===== config.mk =====
export PLATFORM = sky130hd
export DESIGN_NAME = tt_um_uart_tx_echo
export DESIGN_NICKNAME = d
export VERILOG_FILES = /design/src/rtl/tt_um_uart_tx_echo.sv
export SDC_FILE = /design/constraint.sdc
export NUM_CORES = 1
export LEC_CHECK = 0
export ABC_AREA = 1
export CORE_ASPECT_RATIO = 2
export CORE_MARGIN = 3
export CORE_UTILIZATION = 50
export CTS_BUF_LIST = sky130_fd_sc_hd__clkbuf_4 sky130_fd_sc_hd__clkbuf_8 sky130_fd_sc_hd__clkbuf_16
export DETAILED_ROUTE_END_ITERATION = 6
export GPL_ROUTABILITY_DRIVEN = 1
export PLACE_DENSITY = 0.77
export SETUP_SLACK_MARGIN = 0.1
export SYNTH_ARGS = -nofsm -noshare
export SYNTH_HDL_FRONTEND = slang
export SYNTH_SLANG_ARGS = --single-unit

===== constraint.sdc =====
create_clock -name clk -period 2.46 [get_ports clk]
set_clock_uncertainty 0.2 [all_clocks]
set_input_delay 0.246 -clock clk [delete_from_list [all_inputs] [get_ports clk]]
set_output_delay 0.246 -clock clk [all_outputs]
set_load 0.01 [all_outputs]

===== src/rtl/tt_um_uart_tx_echo.sv =====
// Tiny Tapeout UART transmitter tile (8N1, LSB first) with a one-entry holding buffer.
// Define UART_TX_PARITY_EN to insert an even-parity bit between the data and stop bits.
module tt_um_uart_tx_echo #(
    parameter int unsigned CLKS_PER_BIT = 16
) (
    input  logic       clk,
    input  logic       rst_n,
    input  logic       ena,
    input  logic [7:0] ui_in,
    output logic [7:0] uo_out,
    input  logic [7:0] uio_in,
    output logic [7:0] uio_out,
    output logic [7:0] uio_oe
);

    localparam int unsigned CNT_W = $clog2(CLKS_PER_BIT);
    localparam logic [CNT_W-1:0] CNT_LAST = CNT_W'(CLKS_PER_BIT - 1);
    localparam logic [CNT_W-1:0] CNT_DONE = CNT_W'(CLKS_PER_BIT - 2);

    typedef enum logic [2:0] {
        ST_IDLE   = 3'd0,
        ST_START  = 3'd1,
        ST_DATA   = 3'd2,
`ifdef UART_TX_PARITY_EN
        ST_PARITY = 3'd3,
`endif
        ST_STOP   = 3'd4
    } state_t;

    state_t           state_q;
    logic [CNT_W-1:0] cnt_q;
    logic [2:0]       bit_q;
    logic [7:0]       shift_q;
    logic [7:0]       buf_q;
    logic             buf_full_q;
    logic             ovf_q;
    logic             done_q;
    logic             tx_q;
    logic             busy_q;
`ifdef UART_TX_PARITY_EN
    logic             par_q;
`endif

    logic send_s1_q, send_s2_q, send_s3_q;
    logic clr_s1_q, clr_s2_q;

    logic send_pulse_c;
    logic bit_end_c;
    logic stop_end_c;
    logic ovf_set_c;
    logic unused_ok;

    // Two-flop synchronisers plus an extra stage on the send request for edge detection.
    always_ff @(posedge clk or negedge rst_n) begin
        if (!rst_n) begin
            send_s1_q <= 1'b0;
            send_s2_q <= 1'b0;
            send_s3_q <= 1'b0;
            clr_s1_q  <= 1'b0;
            clr_s2_q  <= 1'b0;
        end else begin
            send_s1_q <= ui_in[0];
            send_s2_q <= send_s1_q;
            send_s3_q <= send_s2_q;
            clr_s1_q  <= ui_in[1];
            clr_s2_q  <= clr_s1_q;
        end
    end

    assign send_pulse_c = send_s2_q & ~send_s3_q & ena;
    assign bit_end_c    = (cnt_q == CNT_LAST);
    assign stop_end_c   = (state_q == ST_STOP) && bit_end_c;
    // A request at the final stop cycle is absorbed by the buffer hand-over, so it never overflows.
    assign ovf_set_c    = send_pulse_c && (state_q != ST_IDLE) && buf_full_q && !stop_end_c;

    always_ff @(posedge clk or negedge rst_n) begin
        if (!rst_n) begin
            state_q    <= ST_IDLE;
            cnt_q      <= '0;
            bit_q      <= '0;
            shift_q    <= '0;
            buf_q      <= '0;
            buf_full_q <= 1'b0;
            ovf_q      <= 1'b0;
            done_q     <= 1'b0;
            tx_q       <= 1'b1;
            busy_q     <= 1'b0;
`ifdef UART_TX_PARITY_EN
            par_q      <= 1'b0;
`endif
        end else begin
            cnt_q  <= ((state_q == ST_IDLE) || bit_end_c) ? '0 : cnt_q + CNT_W'(1);
            done_q <= (state_q == ST_STOP) && (cnt_q == CNT_DONE);
            ovf_q  <= ovf_set_c | (ovf_q & ~clr_s2_q);

            if (send_pulse_c && (state_q != ST_IDLE) && !stop_end_c && !buf_full_q) begin
                buf_q      <= uio_in;
                buf_full_q <= 1'b1;
            end

            // tx/busy are loaded with the value belonging to the state being entered.
            case (state_q)
                ST_IDLE: begin
                    if (send_pulse_c) begin
                        shift_q <= uio_in;
`ifdef UART_TX_PARITY_EN
                        par_q   <= ^uio_in;
`endif
                        state_q <= ST_START;
                        tx_q    <= 1'b0;
                        busy_q  <= 1'b1;
                    end
                end
                ST_START: begin
                    if (bit_end_c) begin
                        state_q <= ST_DATA;
                        bit_q   <= '0;
                        tx_q    <= shift_q[0];
                    end
                end
                ST_DATA: begin
                    if (bit_end_c) begin
                        shift_q <= shift_q >> 1;
                        bit_q   <= bit_q + 3'd1;
                        if (bit_q == 3'd7) begin
`ifdef UART_TX_PARITY_EN
                            state_q <= ST_PARITY;
                            tx_q    <= par_q;
`else
                            state_q <= ST_STOP;
                            tx_q    <= 1'b1;
`endif
                        end else begin
                            tx_q <= shift_q[1];
                        end
                    end
                end
`ifdef UART_TX_PARITY_EN
                ST_PARITY: begin
                    if (bit_end_c) begin
                        state_q <= ST_STOP;
                        tx_q    <= 1'b1;
                    end
                end
`endif
                ST_STOP: begin
                    if (bit_end_c) begin
                        if (buf_full_q) begin
                            shift_q <= buf_q;
`ifdef UART_TX_PARITY_EN
                            par_q   <= ^buf_q;
`endif
                            state_q <= ST_START;
                            tx_q    <= 1'b0;
                            if (send_pulse_c) begin
                                buf_q <= uio_in;
                            end else begin
                                buf_full_q <= 1'b0;
                            end
                        end else if (send_pulse_c) begin
                            shift_q <= uio_in;
`ifdef UART_TX_PARITY_EN
                            par_q   <= ^uio_in;
`endif
                            state_q <= ST_START;
                            tx_q    <= 1'b0;
                        end else begin
                            state_q <= ST_IDLE;
                            tx_q    <= 1'b1;
                            busy_q  <= 1'b0;
                        end
                    end
                end
                default: begin
                    state_q <= ST_IDLE;
                    tx_q    <= 1'b1;
                    busy_q  <= 1'b0;
                end
            endcase
        end
    end

    assign uo_out    = {3'b000, done_q, ovf_q, buf_full_q, busy_q, tx_q};
    assign uio_out   = 8'h00;
    assign uio_oe    = 8'h00;
    assign unused_ok = &{1'b0, ui_in[7:2]};

endmodule


; After elaboration in Yosys (flattened, before gate mapping)
; Index checks and enable logic that the tools add are counted.
[classes]
n_eq_ne = 13
n_addsub = 2
reduce_logical = 20
bitwise_logic = 7
muxes = 40
[op_table]
columns = operator, n
row1 = $mux W8, 9
row2 = $pmux W8 S3, 1
row3 = $mux W3, 7
row4 = $mux W1, 18
row5 = $ne A2 B2 Y1 const B, 7
row6 = $pmux W3 S4, 1
row7 = $reduce_and A5 Y1, 2
row8 = $eq A4 B4 Y1 const B, 2
row9 = $logic_and A1 B1 Y1, 7
row10 = $eq A3 B3 Y1 const B, 2
row11 = $pmux W3 S2, 1
row12 = $reduce_and A3 Y1, 2
row13 = $reduce_bool A3 Y1, 2
row14 = $add A4 B1 Y4 const B, 1
row15 = $mux W4, 1
row16 = $pmux W1 S4, 1
row17 = $reduce_and A4 Y1, 1
row18 = $add A3 B1 Y3 const B, 1
row19 = $and A1 B1 Y1, 3
row20 = $eq A3 B1 Y1 const B, 1
row21 = $eq A3 B2 Y1 const B, 1
row22 = $logic_not A3 Y1, 1
row23 = $not A1 Y1, 3
row24 = $pmux W1 S3, 1
row25 = other kinds (5), 6
[totals]
regBits = 36
output_inout_bits = 24
inputBits = 19
elab_cells = 97

; Longest topological paths before layout
; Gate-level depths: netlist of run 1.
[depth]
ltp_word = 11
mapped_depth = 9

; Least setup slack after synthesis of run 1
; OpenSTA, ideal clock, no wires.
[synth_path]
path_type = reg-to-reg
start = register cnt_q[0]
end = register shift_q[0]
n_path_buf = 0
path_slack_ns = 0.853
t_arrival_ns = 1.295
setup_time_ns = 0.113
path_stages_with_launch = 9
path_cell_list = dfrtp_1 ha_1 nand2_1 nor2_4 nor2_1 nor2_4 nand3_1 nand2_1 inv_1
[synth_between]
elab_chain_len = 3
word_cells_on_any_way = 4
classes_between = 3 x eq/ne / 1 x reduce/logical
[synth_rtl]
columns = item, line
row1 = "start, declared", 31  ; logic [CNT_W-1:0] cnt_q;
row2 = "start signal, assigned", 92  ; cnt_q <= ((state_q == ST_IDLE) || bit_end_c) ? '0 : cnt_q + CNT_W'(1);
row3 = $eq A4 B4 Y1 (*), 71  ; assign bit_end_c = (cnt_q == CNT_LAST);
row4 = $ne A2 B2 Y1 (no line), n/a
row5 = $reduce_and A3 Y1 (no line) (*), n/a
row6 = "end signal, assigned", 105  ; shift_q <= uio_in;
row7 = "end signal, assigned", 123  ; shift_q <= shift_q >> 1;
row8 = "end signal, assigned", 149  ; shift_q <= buf_q;
row9 = "end, declared", 33  ; logic [7:0] shift_q;
; Every way passes the cells marked *; elsewhere a longest branch is shown, timed or not.
; A chain may end at the register's enable or synchronous reset.

; Final worst setup path of run 1
[layout_path]
start = register state_q[1]
end = register buf_q[4]
[layout_between]
elab_chain_len = 10
word_cells_on_any_way = 12
classes_between = 1 x eq/ne / 5 x mux / 6 x reduce/logical
[layout_rtl]
columns = item, line
row1 = "start, declared", 30  ; state_t state_q;
row2 = "start signal, assigned", 78  ; state_q <= ST_IDLE;
row3 = "start signal, assigned", 109  ; state_q <= ST_START;
row4 = "start signal, assigned", 116  ; state_q <= ST_DATA;
row5 = $eq A3 B3 Y1, "72, 102"
row6 = $logic_and A1 B1 Y1, 72  ; assign stop_end_c = (state_q == ST_STOP) && bit_end_c;
row7 = $logic_not A1 Y1, 96  ; if (send_pulse_c && (state_q != ST_IDLE) && !stop_end_c && !buf_full_q) begin
row8 = $logic_and A1 B1 Y1 (2 in a row), 96
row9 = $mux W8, 96
row10 = $mux W8, 155  ; if (send_pulse_c) begin
row11 = $mux W8, 148  ; if (buf_full_q) begin
row12 = $mux W8, 147  ; if (bit_end_c) begin
row13 = $mux W8 (*), 102  ; case (state_q)
row14 = "end signal, assigned", 97  ; buf_q <= uio_in;
row15 = "end signal, assigned", 156  ; buf_q <= uio_in;
row16 = "end, declared", 34  ; logic [7:0] buf_q;
; Marked as above.

==> impl_metrics.py, run 1 <==
metrics = {
    "power": {
        "power.static_leakage_nw": 1.32,
        "pwr-share-seq": 0.360,
        "power_frac_comb": 0.481,
        "p_int_mw": 1.54,
        "p_per_area_nw_per_um2": 1150,
        "p_sw_mw": 1.26,
        "p_clk_frac": 0.159,
        "power_mw": 2.80,
        "ir_drop_v": 0.000765,
        "switching_share": 0.450,
    },
    "finish": {
        "area_growth_pct": 9.39,
        "fin_util": 0.578,
        "drive_above_1_share": 0.103,
        "nNetsFinal": 334,
        "diodes": 0,
    },
    "critical_path": {
        "r2r_start": "state_q[1]",
        "cp_common_cell": "nand2_1",
        "path_cells": "nor2_4 > nand2_2 > inv_2 > nand4_4 > nand2_4 > nand2_1 > nand2_1",
        "critPathSlowestCell": "dfrtp_1",
        "worstReg2RegEnd": "buf_q[4]",
        "reg2reg_depth": 7,
        "crit_path_end_kind": "register",
        "required_ns": 2.49,
        "path_class": "register to register",
        "startpoint_type": "register",
        "r2r_slack_ns": 0.44,
        "crit_arrival_ns": 2.05,
        "cpPeakStageDelay_ns": 0.59,
        "critPathMaxFanout": 13,
    },
    "sta": {
        "fin_crit_ns": 2.02,
        "period_share": 0.822,
        "max_freq_mhz": 494,
        "rsz0062_at_grt": "no",
        "fin_ws_ns": 0.437,
        "finalSetupViolations": 0,
        "tightest_slew_ns": 0.795,
        "relSlewSlack": 0.470,
        "slew_violations": 0,
        "tns_ns": 0,
        "hold_violations": 0,
    },
    "die": {
        "rows": 33,
        "die_w_um": 53.2,
        "core-area_um2": 4210,
        "start_util": 0.528,
        "die_h_um": 100,
        "ios": 43,
        "dieArea_um2": 5330,
    },
    "global_route": {
        "overflow": 0,
        "grt_pass1_wl_mm": 7.80,
        "antenna_found_initial": 0,
        "grt_pass1_vias": 1781,
        "grtUsageTotal": 0.199,
        "grt_max_degree": 37,
    },
    "logic_synthesis": {
        "yosysSeqAreaShare": 0.406,
        "netlist_instances": 295,
        "ys_top_cells_by_count": "nand2_1 (99), nand3_1 (40), dfrtp_1 (35), inv_1 (33), buf_4 (25)",
        "synth_seq_cells": 36,
        "synth_top_cell_by_area": "dfrtp_1",
        "syn_area_um2": 2220,
        "synth_area_leaders": "dfrtp_1 (39%), nand2_1 (17%), nand3_1 (9.0%)",
        "ys_types": 26,
        "synth.avg_cell_area_um2": 7.54,
        "synth-edff-count": 0,
        "synth_top_cell_area_share": 0.394,
        "synth_warnings": 0,
        "synthArstFlopShare": 1.00,
        "synth_flop_cell": "dfrtp_1",
        "yosysMostFrequentCell": "nand2_1",
    },
    "clock_network": {
        "clk_latency_ns": 0.29,
        "clk_transition_reported_paths_ns": 0.07,
        "cts_sinks": 36,
        "cts_tree": "built",
        "cts_buffer_depth": 2,
        "ctsHoldBuffers": 1,
        "cts_resized": 0,
        "cts_setup_buffers": 0,
        "cts_root_buf": "clkbuf_8",
        "htree_levels": 2,
        "cts_buffers": 5,
    },
    "worst_hold_path": {
        "hold_end": "clr_s2_q",
        "hp-start": "clr_s1_q",
        "min_path_type": "register to register",
        "timing.hold.worst_path_depth": 0,
    },
    "placed_design": {
        "place_ws_ns": 0.445,
        "port_buffers": 17,
        "hpwlAfterDp_mm": 3.33,
        "gp_congestion": 0.939,
    },
    "route": {
        "wl_mm": 4.48,
        "vias": 1834,
        "drc_errors": 0,
        "ant_nets": 0,
        "avgViaCountPerCell": 5.04,
        "drt_iter0_drc": 54,
        "wl_per_cell_um": 12.3,
        "dr.pass1.iters": 5,
    },
    "status": {
        "outcome": "completed",
    },
    "run": {
        "drv_cap": 0,
    },
}
## logic make-up after synthesis
family | share of synthesized area
simple gates | 0.381
buf+inv | 0.157
compound gates | 0.0281
other cells | 0.00169
xor+xnor | 0.00394
flops | 0.406
fa+ha+maj | 0.0225
## cell type report
| class | instances | area [um^2] |
|---|---|---|
| fillers | 412 | 1780 |
| multi-input cells | 212 | 1040 |
| flip-flops and latches | 36 | 902 |
| repair buffers | 21 | 198 |
| inverters | 35 | 131 |
| clock buffers | 7 | 90.1 |
| well taps | 52 | 65.1 |
| clock inverters | 1 | 7.51 |
## power groups by stage
stage	registers [mW]	clock network [mW]	logic, mW
after floorplan	0.947	0	1.13
after global placement	1.01	0	1.31
after detailed placement	1.02	0	1.35
after CTS	1.01	0.460	1.36
after global routing	1.04	0.480	1.58
final	1.01	0.446	1.35
## stage by stage
stage	std cells	hold slack, ns	cell area (um^2)
after floorplan	313	-0.250	2290
after global placement	355	0.134	2330
after detailed placement	355	0.137	2330
after CTS	364	0.154	2430
after global routing	364	0.169	2430
final	364	0.151	2430
## worst max-delay path, delay by kind of cell (launching register included)
kind          cells  cell delay, ns
flops             1            0.59
buf+inv           1            0.20
simple gates      6            0.96
## per-layer routing
layer	GRT usage	part of all wire	vias up
met2	0.347	0.54	60
met1	0.208	0.36	850
met5	0	0	-
li1	-	-	906
met3	0.0282	0.050	18
met4	0.138	0.048	0
## worst max path at each step
stage,start,end,slack [ns],depth (start not counted)
floorplan,cnt_q[0],shift_q[0],0.85,8
global placement,ena,shift_q[5],0.49,10
detailed placement,ena,buf_q[4],0.44,9
CTS,state_q[1],buf_q[4],0.46,7
global route,state_q[1],buf_q[4],0.32,7
finish,state_q[1],buf_q[4],0.44,7
## cells in the final DEF (no fill, tap or decap)
cell type and count:
dlygate4sd3_1 1, clkinvlp_4 1, nand2_1 99, nand3_1 40, clkinv_1 1, nor2_1 12, nor3b_1 1, nand4_1 5
nor2_2 3, conb_1 19, dfstp_2 1, nand3_4 1, nand3b_1 1, clkdlybuf4s50_1 16, nand4_4 1, dfrtp_1 35
buf_2 1, o21ai_0 11, nand2_4 5, inv_1 33, ha_1 4, inv_2 1, xor2_1 1, nand2_2 4
clkbuf_8 6, o31ai_1 1, clkbuf_4 1, nor2_4 4, buf_4 3
## registers in the layout, indices dropped and copies added, names as in the netlist, 3 cells and up
| name | count |
|---|---|
| bit_q | 3 |
| state_q | 3 |
| cnt_q | 4 |
| shift_q | 8 |
| buf_q | 8 |
(Power assumes the default switching activity.)
==> run 2: changes to the inputs <==
- CORE_UTILIZATION: 50 -> 47
- PLACE_DENSITY: 0.77 -> 0.76
- clock period: 2.46 -> 1.65 ns (I/O delays scaled with it)
==> impl_metrics.py, run 2 (synthesis gave the netlist of run 1 again) <==
metrics = {
    "status": {
        "outcome": "completed",
    },
    "die": {
        "rows": 34,
        "die_h_um": 103,
        "dieArea_um2": 5650,
        "core-area_um2": 4470,
        "ios": 43,
        "die_w_um": 54.7,
        "start_util": 0.498,
    },
    "worst_hold_path": {
        "timing.hold.worst_path_depth": 1,
        "hp-start": "ui_in[0]",
        "hold_end": "send_s1_q",
        "min_path_type": "input port to register",
    },
    "sta": {
        "finalSetupViolations": 0,
        "tns_ns": 0,
        "slew_violations": 0,
        "whs_ns": 0.110,
        "rsz0062_at_grt": "yes",
        "hold_violations": 0,
        "period_share": 0.978,
        "max_freq_mhz": 620,
        "fin_crit_ns": 1.61,
    },
    "finish": {
        "drive_above_1_share": 0.261,
        "top_regs": "buf_q: 8 flops, shift_q: 8 flops, cnt_q: 4 flops",
        "fin_util": 0.647,
        "diodes": 0,
        "final_cell_mix": "nand2_1 (90), inv_1 (33), dfrtp_1 (32)",
        "seq_area_um2": 906,
        "area_growth_pct": 29.9,
        "nNetsFinal": 363,
        "fillers": 368,
        "multi_input_area_um2": 1210,
        "finalNonFillerCells": 395,
        "layout_commonest_cell": "nand2_1",
    },
    "global_route": {
        "overflow": 0,
        "grt_pass1_wl_mm": 8.47,
        "grt_max_degree": 20,
        "grt_pass1_vias": 1898,
        "antenna_found_initial": 0,
        "grtUsageTotal": 0.208,
    },
    "critical_path": {
        "critPathMaxFanout": 9,
        "path_class": "register to register",
        "r2r_start": "state_q[1]",
        "cpPeakStageDelay_ns": 0.48,
        "worstReg2RegEnd": "shift_q[2]",
        "path_cells": "nor2_4 > nand2_4 > buf_4 > o21ai_1 > inv_1 > nand3_2 > nand2_1 > inv_1",
        "cp_common_cell": "inv_1",
        "r2r_slack_ns": 0.04,
        "critPathSlowestCell": "dfrtp_2",
        "crit_path_end_kind": "register",
        "reg2reg_depth": 8,
        "startpoint_type": "register",
        "required_ns": 1.69,
        "crit_arrival_ns": 1.65,
    },
    "clock_network": {
        "clk_transition_reported_paths_ns": 0.08,
        "htree_levels": 2,
        "cts_buffer_depth": 2,
        "clk_latency_ns": 0.29,
        "cts_tree": "built",
        "cts_buffers": 5,
        "cts_root_buf": "clkbuf_8",
        "cts_sinks": 36,
    },
    "power": {
        "ir_drop_v": 0.00118,
        "p_clk_frac": 0.153,
        "switching_share": 0.447,
        "power_frac_comb": 0.560,
        "p_sw_mw": 2.32,
        "power.static_leakage_nw": 1.56,
        "p_int_mw": 2.86,
        "pwr-share-seq": 0.288,
        "p_per_area_nw_per_um2": 1790,
    },
    "placed_design": {
        "gp_congestion": 0.896,
        "port_buffers": 17,
        "dp.cells": 372,
        "hpwlAfterDp_mm": 3.64,
    },
    "run": {
        "drv_cap": 0,
    },
    "route": {
        "drc_errors": 0,
        "vias": 2057,
        "dr.pass1.iters": 4,
        "wl_mm": 5.49,
        "drt_iter0_drc": 77,
        "wl_per_cell_um": 13.9,
        "avgViaCountPerCell": 5.21,
        "ant_nets": 0,
    },
}
==> run 2: cell count changes in the layout (fill, tap and decap cells not counted), moves of 6 or more <==
| cell | before | now |
|---|---|---|
| nand3_2 | 0 | 11 |
| nand2_1 | 99 | 90 |
| nand3_1 | 40 | 30 |
| buf_4 | 3 | 23 |
| o21ai_0 | 11 | 4 |
| o21ai_1 | 0 | 6 |
==> run 2: metrics by stage <==
| step | cell area [um^2] | power (mW) | setup slack [ns] |
|---|---|---|---|
| 4_1_cts | 2710 | 4.68 | 0.00776 |
| 6_report | 2890 | 5.18 | 0.0367 |
| 5_1_grt | 2890 | 5.57 | -0.0595 |
| 3_3_place_gp | 2480 | 3.67 | -0.0950 |
| 2_1_floorplan | 2290 | 3.11 | 0.0647 |
| 3_5_place_dp | 2480 | 3.73 | -0.131 |
==> run 2: final cells by class <==
type / instances / area share
Inverter: 35 / 0.0472
Tap cell: 54 / 0.0234
Clock buffer: 5 / 0.0238
Sequential cell: 36 / 0.314
Multi-Input combinational cell: 214 / 0.418
Clock inverter: 3 / 0.0147
Timing Repair Buffer: 48 / 0.159
==> run 2: metal layers <==
metal,up-vias,track usage,wire [um]
li1,973,-,-
met1,967,0.210,1910
met2,87,0.370,3000
met3,30,0.0230,247
met4,0,0.148,338
met5,-,0,0
==> run 2: power by group through the flow <==
stage	Clock, mW	Combinational (mW)	Sequential [mW]
floorplan	0	1.70	1.41
global placement	0	2.19	1.48
detailed placement	0	2.24	1.49
CTS	0.805	2.40	1.48
global route	0.828	3.21	1.53
finish	0.791	2.90	1.49
==> run 2: worst max-delay path: cells and delay by family (launching register included) <==
family	cells	cell delay, ns
buf+inv	3	0.29
compound gates	1	0.17
simple gates	4	0.42
flops	1	0.48
==> run 2: how the worst max path moves through the flow <==
stage          cells after the start    endpoint  slack (ns)  startpoint
4_1_cts                            9  shift_q[6]       0.008    cnt_q[1]
3_5_place_dp                      10    buf_q[3]       -0.13         ena
5_1_grt                            8  shift_q[6]       -0.06  state_q[1]
6_report                           8  shift_q[2]        0.04  state_q[1]
2_1_floorplan                      8  shift_q[0]        0.06    cnt_q[0]
3_3_place_gp                      10    buf_q[3]       -0.09         ena
==> run 2: repair_timing <==
item,in CTS,in global routing
hold buffers,1,0
setup buffers,3,9
pin swaps,11,16
resized for setup,25,30
endpoints found under the setup margin,29,27
gates cloned,2,0
endpoints found under the hold margin,36,0
==> run 3: changes to the inputs <==
- CORE_MARGIN: 3 -> unset
==> impl_metrics.py, run 3 (synthesis gave the netlist of run 1 again) <==
metrics = {
    "route": {
        "wl_per_cell_um": 14.0,
        "vias": 1993,
        "drt_iter0_drc": 45,
        "avgViaCountPerCell": 5.03,
        "dr.pass1.iters": 4,
        "ant_nets": 0,
        "drc_errors": 0,
        "wl_mm": 5.55,
    },
    "placed_design": {
        "dpl-instance-area_um2": 2480,
        "gp_congestion": 0.933,
        "port_buffers": 17,
        "hpwlAfterDp_mm": 3.75,
    },
    "critical_path": {
        "crit_arrival_ns": 1.67,
        "required_ns": 1.63,
        "reg2reg_depth": 9,
        "crit_start": "cnt_q[0]",
        "r2r_start": "cnt_q[0]",
        "startpoint_type": "register",
        "path_class": "register to register",
        "crit_path_end_kind": "register",
        "critPathMaxFanout": 6,
    },
    "power": {
        "power_mw": 4.93,
        "p_per_area_nw_per_um2": 1710,
        "ir_drop_v": 0.00120,
        "power.static_leakage_nw": 1.55,
    },
    "run": {
        "drv_cap": 0,
    },
    "global_route": {
        "antenna_found_initial": 0,
        "overflow": 0,
        "grt_pass1_wl_mm": 8.48,
        "grt_pass1_vias": 1906,
        "grtUsageTotal": 0.234,
        "grt_max_degree": 22,
    },
    "die": {
        "dieArea_um2": 5030,
        "die_w_um": 50.7,
        "ios": 43,
        "core-area_um2": 4550,
        "start_util": 0.488,
        "die_h_um": 99.3,
        "rows": 35,
    },
    "status": {
        "violations": "negative setup slack",
        "outcome": "finished with violations",
    },
    "finish": {
        "final_area_um2": 2890,
        "fin_util": 0.634,
        "nNetsFinal": 363,
        "drive_above_1_share": 0.284,
        "top_regs": "buf_q: 8 flops, shift_q: 8 flops, cnt_q: 4 flops",
        "seq_area_um2": 906,
        "fillers": 402,
        "area_growth_pct": 29.8,
        "multi_input_area_um2": 1230,
        "final_cell_mix": "nand2_1 (87), inv_1 (33), dfrtp_1 (32)",
        "layout_commonest_cell": "nand2_1",
        "diodes": 0,
    },
    "sta": {
        "fin_ws_ns": -0.0416,
        "max_freq_mhz": 591,
        "fin_crit_ns": 1.69,
        "period_share": 1.03,
        "whs_ns": 0.0103,
        "rsz0062_at_grt": "yes",
        "slew_violations": 0,
        "finalSetupViolations": 7,
        "hold_violations": 0,
    },
    "clock_network": {
        "cts_tree": "built",
        "cts_buffers": 5,
        "htree_levels": 2,
        "cts_buffer_depth": 2,
        "clk_transition_reported_paths_ns": 0.07,
        "cts_root_buf": "clkbuf_8",
        "clk_latency_ns": 0.29,
        "cts_sinks": 36,
    },
    "worst_hold_path": {
        "min_path_type": "input port to asynchronous set/reset pin",
    },
}
[run 3: changes by cell type in the layout (fill, tap and decap cells not counted), sizes merged]
| cell | change |
|---|---|
| nand3 | -1 |
| dlymetal6s2s | -1 |
| clkinvlp | -1 |
| clkinv | +3 |
| inv | -1 |
| buf | +1 |
| dlygate4sd3 | -1 |
| clkdlybuf4s50 | +2 |
| bufinv | -1 |
[run 3: final timing paths]
kind	to	slack, ns
max	buf_q[0]	-0.04
min reg2reg	send_s2_q	0.15
max in group asynchronous	state_q[2]	0.96
max reg2reg	buf_q[0]	-0.04
min in group clk	clr_s1_q	0.11
min	clr_s1_q	0.01
[run 3: power breakdown]
part | switching, mW | leakage, nW | internal (mW)
Sequential | 0.287 | 0.442 | 1.21
Clock | 0.335 | 0.0479 | 0.294
Combinational | 1.65 | 1.06 | 1.14
Total | 2.28 | 1.55 | 2.65
[run 3: layout make-up]
type                    instances  share of cell area
clock inverters                 3             0.00650
repair buffers                 49               0.160
flip-flops and latches         36               0.314
well taps                      55              0.0238
multi-input cells             213               0.426
clock buffers                   5              0.0238
inverters                      35              0.0464
[run 3: stage by stage]
step / std cells / setup TNS [ns] / setup WS, ns
final: 396 / -0.105 / -0.0416
after floorplan: 313 / 0 / 0.0647
after CTS: 388 / 0 / 0.00470
after global placement: 375 / -1.20 / -0.0913
after global routing: 396 / -1.20 / -0.130
after detailed placement: 375 / -1.73 / -0.142
[run 3: metal layers]
metal	up-vias	GRT usage	part of all wire
met1	931	0.222	0.34
met3	25	0.0291	0.030
met4	0	0.224	0.068
met2	62	0.409	0.56
li1	975	-	-
met5	-	0	0
[run 3: worst max-delay path: stages, from the launching register on]
cell and delay (ns):
dfrtp_1 0.41, ha_4 0.19, nand2_4 0.07, nor2_4 0.05, buf_12 0.13, nand2_4 0.08
nand3_4 0.12, buf_12 0.17, nand3_1 0.07, nand2_1 0.07
[run 3: timing repair]
action	4_1_cts	5_1_grt
resized for setup	21	38
pin swaps	5	16
setup endpoints to repair	29	26
hold buffers	0	0
buffers inserted	5	7
cloned	0	1
